$ cat config.mk
export PLATFORM = sky130hd
export DESIGN_NAME = interval_timer
export DESIGN_NICKNAME = d
export VERILOG_FILES = /design/src/rtl/interval_timer.sv
export SDC_FILE = /design/constraint.sdc
export NUM_CORES = 1
export LEC_CHECK = 0
export ABC_CLOCK_PERIOD_IN_PS = 2270
export BUFFER_PORTS_ARGS = -buffer_cell sky130_fd_sc_hd__buf_2
export CORE_MARGIN = 2
export CORE_UTILIZATION = 40
export CTS_CLUSTER_SIZE = 20
export DETAILED_ROUTE_END_ITERATION = 7
export SLEW_MARGIN = 10
export SYNTH_ARGS = -nofsm -noshare
export SYNTH_HDL_FRONTEND = slang
export SYNTH_SLANG_ARGS = --single-unit
$ cat constraint.sdc
create_clock -name clk -period 2.27 [get_ports clk]
set_input_delay 0.1135 -clock clk [delete_from_list [all_inputs] [get_ports clk]]
set_output_delay 0.1135 -clock clk [all_outputs]
set_load 0.05 [all_outputs]
$ cat src/rtl/interval_timer.sv
// interval_timer: programmable tick-prescaled countdown timer with BASE/EXT/YEL interval registers
module interval_timer #(
  parameter int         CLK_DIV      = 4,
  parameter logic [3:0] BASE_DEFAULT = 4'd6,
  parameter logic [3:0] EXT_DEFAULT  = 4'd3,
  parameter logic [3:0] YEL_DEFAULT  = 4'd2
) (
  input  logic       clk,
  input  logic       sys_reset_n,
  input  logic       start_timer,
  input  logic [1:0] interval_address,
  input  logic       prg_sync_in,
  input  logic [1:0] time_parameter_selector,
  input  logic [3:0] time_value,
  output logic       expired,
  output logic [3:0] time_left
);
  localparam int PW = $clog2(CLK_DIV);
  localparam logic [PW-1:0] LAST = PW'(CLK_DIV - 1);
  localparam logic [1:0] IDLE = 2'd0;
  localparam logic [1:0] RUN  = 2'd1;
  localparam logic [1:0] DONE = 2'd2;
  logic [1:0] state_q, state_d;
  logic [3:0] base_q, base_d, ext_q, ext_d, yel_q, yel_d;
  logic [3:0] tl_q, tl_d, sel_val;
  logic [PW-1:0] presc_q, presc_d;
  logic exp_q, exp_d, tick;
  // loads read the _q registers, so a same-edge write is seen only by the next load
  assign sel_val = interval_address == 2'b01 ? ext_q : interval_address == 2'b10 ? yel_q : base_q;
  assign tick = state_q == RUN && presc_q == LAST;
  always_comb begin
    base_d = prg_sync_in && time_parameter_selector == 2'b00 ? (time_value == 4'd0 ? BASE_DEFAULT : time_value) : base_q;
    ext_d  = prg_sync_in && time_parameter_selector == 2'b01 ? (time_value == 4'd0 ? EXT_DEFAULT : time_value) : ext_q;
    yel_d  = prg_sync_in && time_parameter_selector == 2'b10 ? (time_value == 4'd0 ? YEL_DEFAULT : time_value) : yel_q;
    state_d = state_q;
    tl_d = tl_q;
    presc_d = presc_q;
    exp_d = exp_q;
    if (start_timer) begin
      state_d = RUN;
      tl_d = sel_val;
      presc_d = '0;
      exp_d = 1'b0;
    end else if (state_q == RUN) begin
      presc_d = tick ? '0 : presc_q + PW'(1);
      if (tick) begin
        tl_d = tl_q > 4'd1 ? tl_q - 4'd1 : 4'd0;
        exp_d = tl_q <= 4'd1;
        state_d = tl_q <= 4'd1 ? DONE : RUN;
      end
    end
  end
  always_ff @(posedge clk or negedge sys_reset_n) begin
    if (!sys_reset_n) begin
      state_q <= IDLE;
      base_q <= BASE_DEFAULT;
      ext_q <= EXT_DEFAULT;
      yel_q <= YEL_DEFAULT;
      tl_q <= 4'd0;
      presc_q <= '0;
      exp_q <= 1'b0;
    end else begin
      state_q <= state_d;
      base_q <= base_d;
      ext_q <= ext_d;
      yel_q <= yel_d;
      tl_q <= tl_d;
      presc_q <= presc_d;
      exp_q <= exp_d;
    end
  end
  assign expired = exp_q;
  assign time_left = tl_q;
endmodule

# ---- After elaboration in Yosys (flattened, before gate mapping)
# Index checks and enable logic that the tools add are counted.
# W data, S select, Z words.
dict set report classes {
  add_sub_neg 2
  multipliers 0
  div 0
  n_lt_le_gt_ge 2
  n_eq_ne 6
  shift 0
  n_mux 19
  bitwise 0
  reduce_logical 9
}
# operator count
set ops {}
lappend ops {{$mux W4} 9}
lappend ops {{$mux W2} 7}
lappend ops {{$eq A2 B1 Y1 const B} 3}
lappend ops {{$eq A2 B2 Y1 const B} 3}
lappend ops {{$gt A4 B1 Y1 const B} 1}
lappend ops {{$le A4 B1 Y1 const B} 1}
lappend ops {{$logic_and A1 B1 Y1} 4}
lappend ops {{$logic_not A4 Y1} 1}
lappend ops {{$reduce_bool A2 Y1} 2}
lappend ops {{$sub A4 B1 Y4 const B} 1}
lappend ops {{$mux W1} 3}
lappend ops {{$add A2 B1 Y2 const B} 1}
lappend ops {{$logic_not A2 Y1} 1}
lappend ops {{$reduce_and A2 Y1} 1}
dict set report word_totals {
  regBits 21
  latchBits 0
  ramBits 0
  rom_bits 0
  inputBits 12
  output_inout_bits 5
  elab_cells 45
  n_memories 0
}

# ---- Longest topological paths before layout
dict set report logic_depth {
  word_depth 5
  mapped_depth 5
  ltp_nobuf 5
}

# ---- Worst setup path after synthesis
# OpenSTA, ideal clock, no wires.
dict set report synth_timing {
  kind {register to register}
  start {reg tl_q[0], in the netlist time_left[0]}
  end {reg state_q[0]}
  setup_ps 118
  arrival_ps 1593
  t_required_ps 2152
  path_slack_ps 559
  path_stages_with_launch 5
  n_path_buf 0
  period_less_slack_ps 1711
  path_cell_list {dfrtp_1 -> ha_1 -> nor2_1 -> or4_1 -> a21o_1}
}
dict set report synth_between {
  elab_chain_cells 5
}
# element line
set synth_rtl {}
lappend synth_rtl {{start: declaration} 25} ;# logic [3:0] tl_q, tl_d, sel_val;
lappend synth_rtl {{start signal: assignment} 67} ;# tl_q <= tl_d;
lappend synth_rtl {{$le A4 B1 Y1} 49} ;# state_d = tl_q <= 4'd1 ? DONE : RUN;
lappend synth_rtl {{$mux W2} 49}
lappend synth_rtl {{$mux W2} 46} ;# if (tick) begin
lappend synth_rtl {{$mux W2} 44} ;# end else if (state_q == RUN) begin
lappend synth_rtl {{$mux W2} 39} ;# if (start_timer) begin
lappend synth_rtl {{end signal: assignment} 63} ;# state_q <= state_d;
lappend synth_rtl {{end: declaration} 23} ;# logic [1:0] state_q, state_d;
# Every way passes these cells. The select of a mux whose other input is x is not followed.
# A chain may end at the register's enable or synchronous reset.

# ---- Worst setup path after layout
# Same ends and word-level chain as after synthesis.

==> run summary <==
Across the whole layout, storage elements account for 506.7 um^2. After detailed routing, the number of remaining DRC violations is 0. After routing, the total negative slack on setup checks comes to 0 ps.

The logs give 82.82 ps for the worst-case hold slack and 0 for the final number of max-transition violations. After synthesis, flip-flops and latches occupy 47.20% of the total area. The worst hold path belongs to the class in -> reg. The number of cells traversed by the worst hold path was 2.

Signal routing reaches up to met4. Overall power consumption after layout is estimated at 0.9641 mW. The first TritonRoute pass finished after 4 iterations. The tools report the detailed-route via count as 798. The logs give 1074 um^2 for the cell area after synthesis and 110 for the net count after synthesis.

Data arrives at the worst endpoint at 1790 ps. The met3 wire length came out at 92 um. Setup violations remaining at the end of the flow were counted as 0. The category of the critical setup timing path is reg -> reg.

The analysis attributes to cell leakage a power of 0.5791 nW. The worst setup path is captured at a flip-flop. The run gives 785 as the number of global-route vias before repair. The total power divided by cell area was 787.1 nW/um^2. The maximum clock path buffer count came out at 2.

The fmax was 632.1 MHz; the synthesis warning total was 0. In the post-synthesis netlist, the cell with the most instances is dfrtp_1. After layout, the worst path uses 69.69% of the clock period.

Counting every instance in the synthesized netlist gives 95. The number of I/O port buffers is 16. The mean number of vias per cell is 5.542. The number of antenna violations at the first check in global routing is 0, and the unique cell type count in the Yosys netlist is 28. The worst path meets setup with 688.0 ps of slack. Headroom to the max-slew limit came out at 69.46%. The cell type with the highest aggregate area in the netlist was dfrtp_1. After synthesis, the share of flip-flops with an asynchronous set or reset is 100.0%. The final weighted congestion in routability-driven placement came out at 0.9226. The run gives 1 as the number of H-tree branching levels.

Global routing finished with a remaining overflow of 0. The routed wirelength normalized by instance count was 13.85 um; the clock-pin slew of the registers on the worst-case setup and hold paths was 110 ps. The run gives 1 as the hold buffer count at CTS. TritonCTS built the clock tree. The floorplan has 18 rows. The number of I/O pins was 17; the area growth from synthesis to layout was 14.10%. The total routing usage reported by global routing came out at 14.31%. The top-area cell type share of the netlist area was 34.97%. Detailed placement ended at an HPWL of 1.556 mm. Summing all multi-input logic gate instances after layout gives 539.3 um^2. For the worst flop-to-flop path, the logic depth is 5.

The setup clock skew after layout is 1.201 ps. The fraction of final layout cells with drive strength greater than 1 was 27.19%. The setup check on the worst reg-to-reg path leaves a slack of 690 ps. For this configuration, the core starts out at a cell density of 42.94%. Synthesis inferred 20 register bits. The tools report the startpoint class of the critical path as a flip-flop. The worst hold path begins at time_value[2]. The pin slew with the least headroom to its limit is 456.1 ps, and the overall die height is 55.81 um. Before CTS, the worst setup slack after placement is 700.3 ps.

The overall die width was 55.81 um; the number of fillers in the final layout was 239. The tools report the clock network latency to the later pin of the worst-skew pair as 300 ps. In the final routing, the length of wire on met1 measures 924 um. Gates resized during post-CTS repair numbered 0.

VDD sags by at most 0.4115 mV. After clock tree synthesis, the setup repair step added 0 buffers. Core footprint: 2500 um^2.

The number of enable flip-flop cells after synthesis is 0, and the clock sink total is 20. The final layout contains 130 nets. The critical-path maximum fanout is 5, and the number of nets with antenna violations after detailed routing is 0. The first global-routing pass estimated 3.594 mm of wire. The worst path in the final design needs a cycle of 1582 ps, including I/O delays and setup. The count of inserted antenna diode cells came out at 0. The number of buffers created by CTS was 3. The pin count of the biggest net entering global routing was 21. The commonest cells after synthesis are dfrtp_1, mux2i_1, nor2_1, mux2_1, a21oi_1. CTS placed an instance of clkbuf_4 at the clock tree root.

For this run, the leading register cell type out of synthesis is dfrtp_1. The number of hold violations in the final report was 0; the average cell area after synthesis was 11.30 um^2. The tools report the area enclosed by the die boundary as 3114 um^2.

For hold timing, the worst endpoint is yel_q[2]$_DFFE_PN0P_. In the post-synthesis netlist, the biggest area contributors are dfrtp_1, dfstp_2, mux2i_1, mux2_1, ha_1. Worst flop-to-flop path startpoint: time_left[0]$_DFFE_PN0P_. The sum of routed wire length over all layers was 1.994 mm. Violation count after the first detailed-routing iteration: 15.

The worst register-to-register path ends at state_q[0]$_DFFE_PN0P_. Max-cap violations in this run came to 0. The flow ran to the end, and the final reports show no timing, DRC or antenna violations. Wire segments on met2 add up to 938 um in the final route.

Setup repair after global routing left no endpoint under its margin. For the worst setup path, the data required time is 2470 ps.
-- placed cells by master (no fill, tap or decap) --
cell type / Yosys / routed
mux2i_1: 13 / 13
and4_1: 1 / 1
ha_1: 3 / 3
nor4b_1: 1 / 1
a22oi_1: 2 / 2
nand2_1: 3 / 3
buf_2: 1 / 16
o21ai_1: 3 / 3
dlygate4sd3_1: 0 / 1
mux2_2: 3 / 3
nand3b_1: 3 / 3
o311ai_0: 2 / 2
dfstp_2: 5 / 5
nor2_1: 10 / 10
inv_1: 4 / 4
a211o_1: 1 / 1
nand4b_1: 1 / 1
nor3b_2: 1 / 1
a21o_1: 1 / 1
clkbuf_8: 0 / 1
a21oi_1: 6 / 6
dfrtp_1: 15 / 15
nor3_1: 3 / 3
clkbuf_4: 0 / 3
or4_1: 1 / 1
and3b_2: 1 / 1
nand2b_1: 1 / 1
and2b_4: 1 / 1
nor2b_1: 1 / 1
mux2_1: 7 / 7
-- state kept, by name, indices dropped and copies added, names as in the netlist --
register,cells
yel_q,4
state_q,2
presc_q,2
time_left,4
ext_q,4
base_q,4
-- worst max-delay path by stage --
stage | startpoint | endpoint | slack [ps] | cells after the start
2_1_floorplan | time_left[0]$_DFFE_PN0P_ | state_q[0]$_DFFE_PN0P_ | 560 | 4
3_3_place_gp | time_left[0]$_DFFE_PN0P_ | state_q[0]$_DFFE_PN0P_ | 790 | 5
3_5_place_dp | time_left[0]$_DFFE_PN0P_ | state_q[0]$_DFFE_PN0P_ | 700 | 5
4_1_cts | time_left[0]$_DFFE_PN0P_ | state_q[0]$_DFFE_PN0P_ | 690 | 5
5_1_grt | time_left[0]$_DFFE_PN0P_ | state_q[0]$_DFFE_PN0P_ | 610 | 5
6_report | time_left[0]$_DFFE_PN0P_ | state_q[0]$_DFFE_PN0P_ | 690 | 5
-- kinds of logic after synthesis --
logic type      Yosys count  synth area share (%)
simple gates             28                 15.39
mux                      23                 22.61
flops                    20                 47.20
compound gates           15                 8.741
buf+inv                   6                 2.564
fa+ha+maj                 3                 3.497
-- where the power goes --
part / internal [mW] / switching [mW] / total, mW / leakage, nW
sequential: 0.430 / 0.0529 / 0.483 / 0.230
combinational: 0.108 / 0.164 / 0.272 / 0.328
clock: 0.0978 / 0.111 / 0.209 / 0.0210
-- layout make-up --
type                       count  area share [%]
clock buffer                   4           2.962
inverter                       4           1.226
multi-input combinational     69           44.02
sequential                    20           41.37
tap                           30           3.064
timing repair buffer          17           7.354
-- critical path: stages, from the launching register on --
cell     delay [ps]
dfrtp_1         440
inv_1           100
ha_1            180
nor2_1           80
or4_1           490
a21o_1          200
-- metrics by stage --
step,cell area (um^2),instances,utilization (%)
2_1_floorplan,1074,95,-
3_3_place_gp,1179,139,47.15
3_5_place_dp,1179,139,47.15
4_1_cts,1225,144,49.00
5_1_grt,1225,144,49.00
6_report,1225,144,49.00
-- per-layer routing --
layer | vias to the layer above | global-route usage [%]
met4 | 0 | 6.272
met5 | - | 0
met2 | 24 | 23.64
met3 | 4 | 2.326
li1 | 389 | -
met1 | 381 | 18.37
Power figures use the tool's default switching activity.
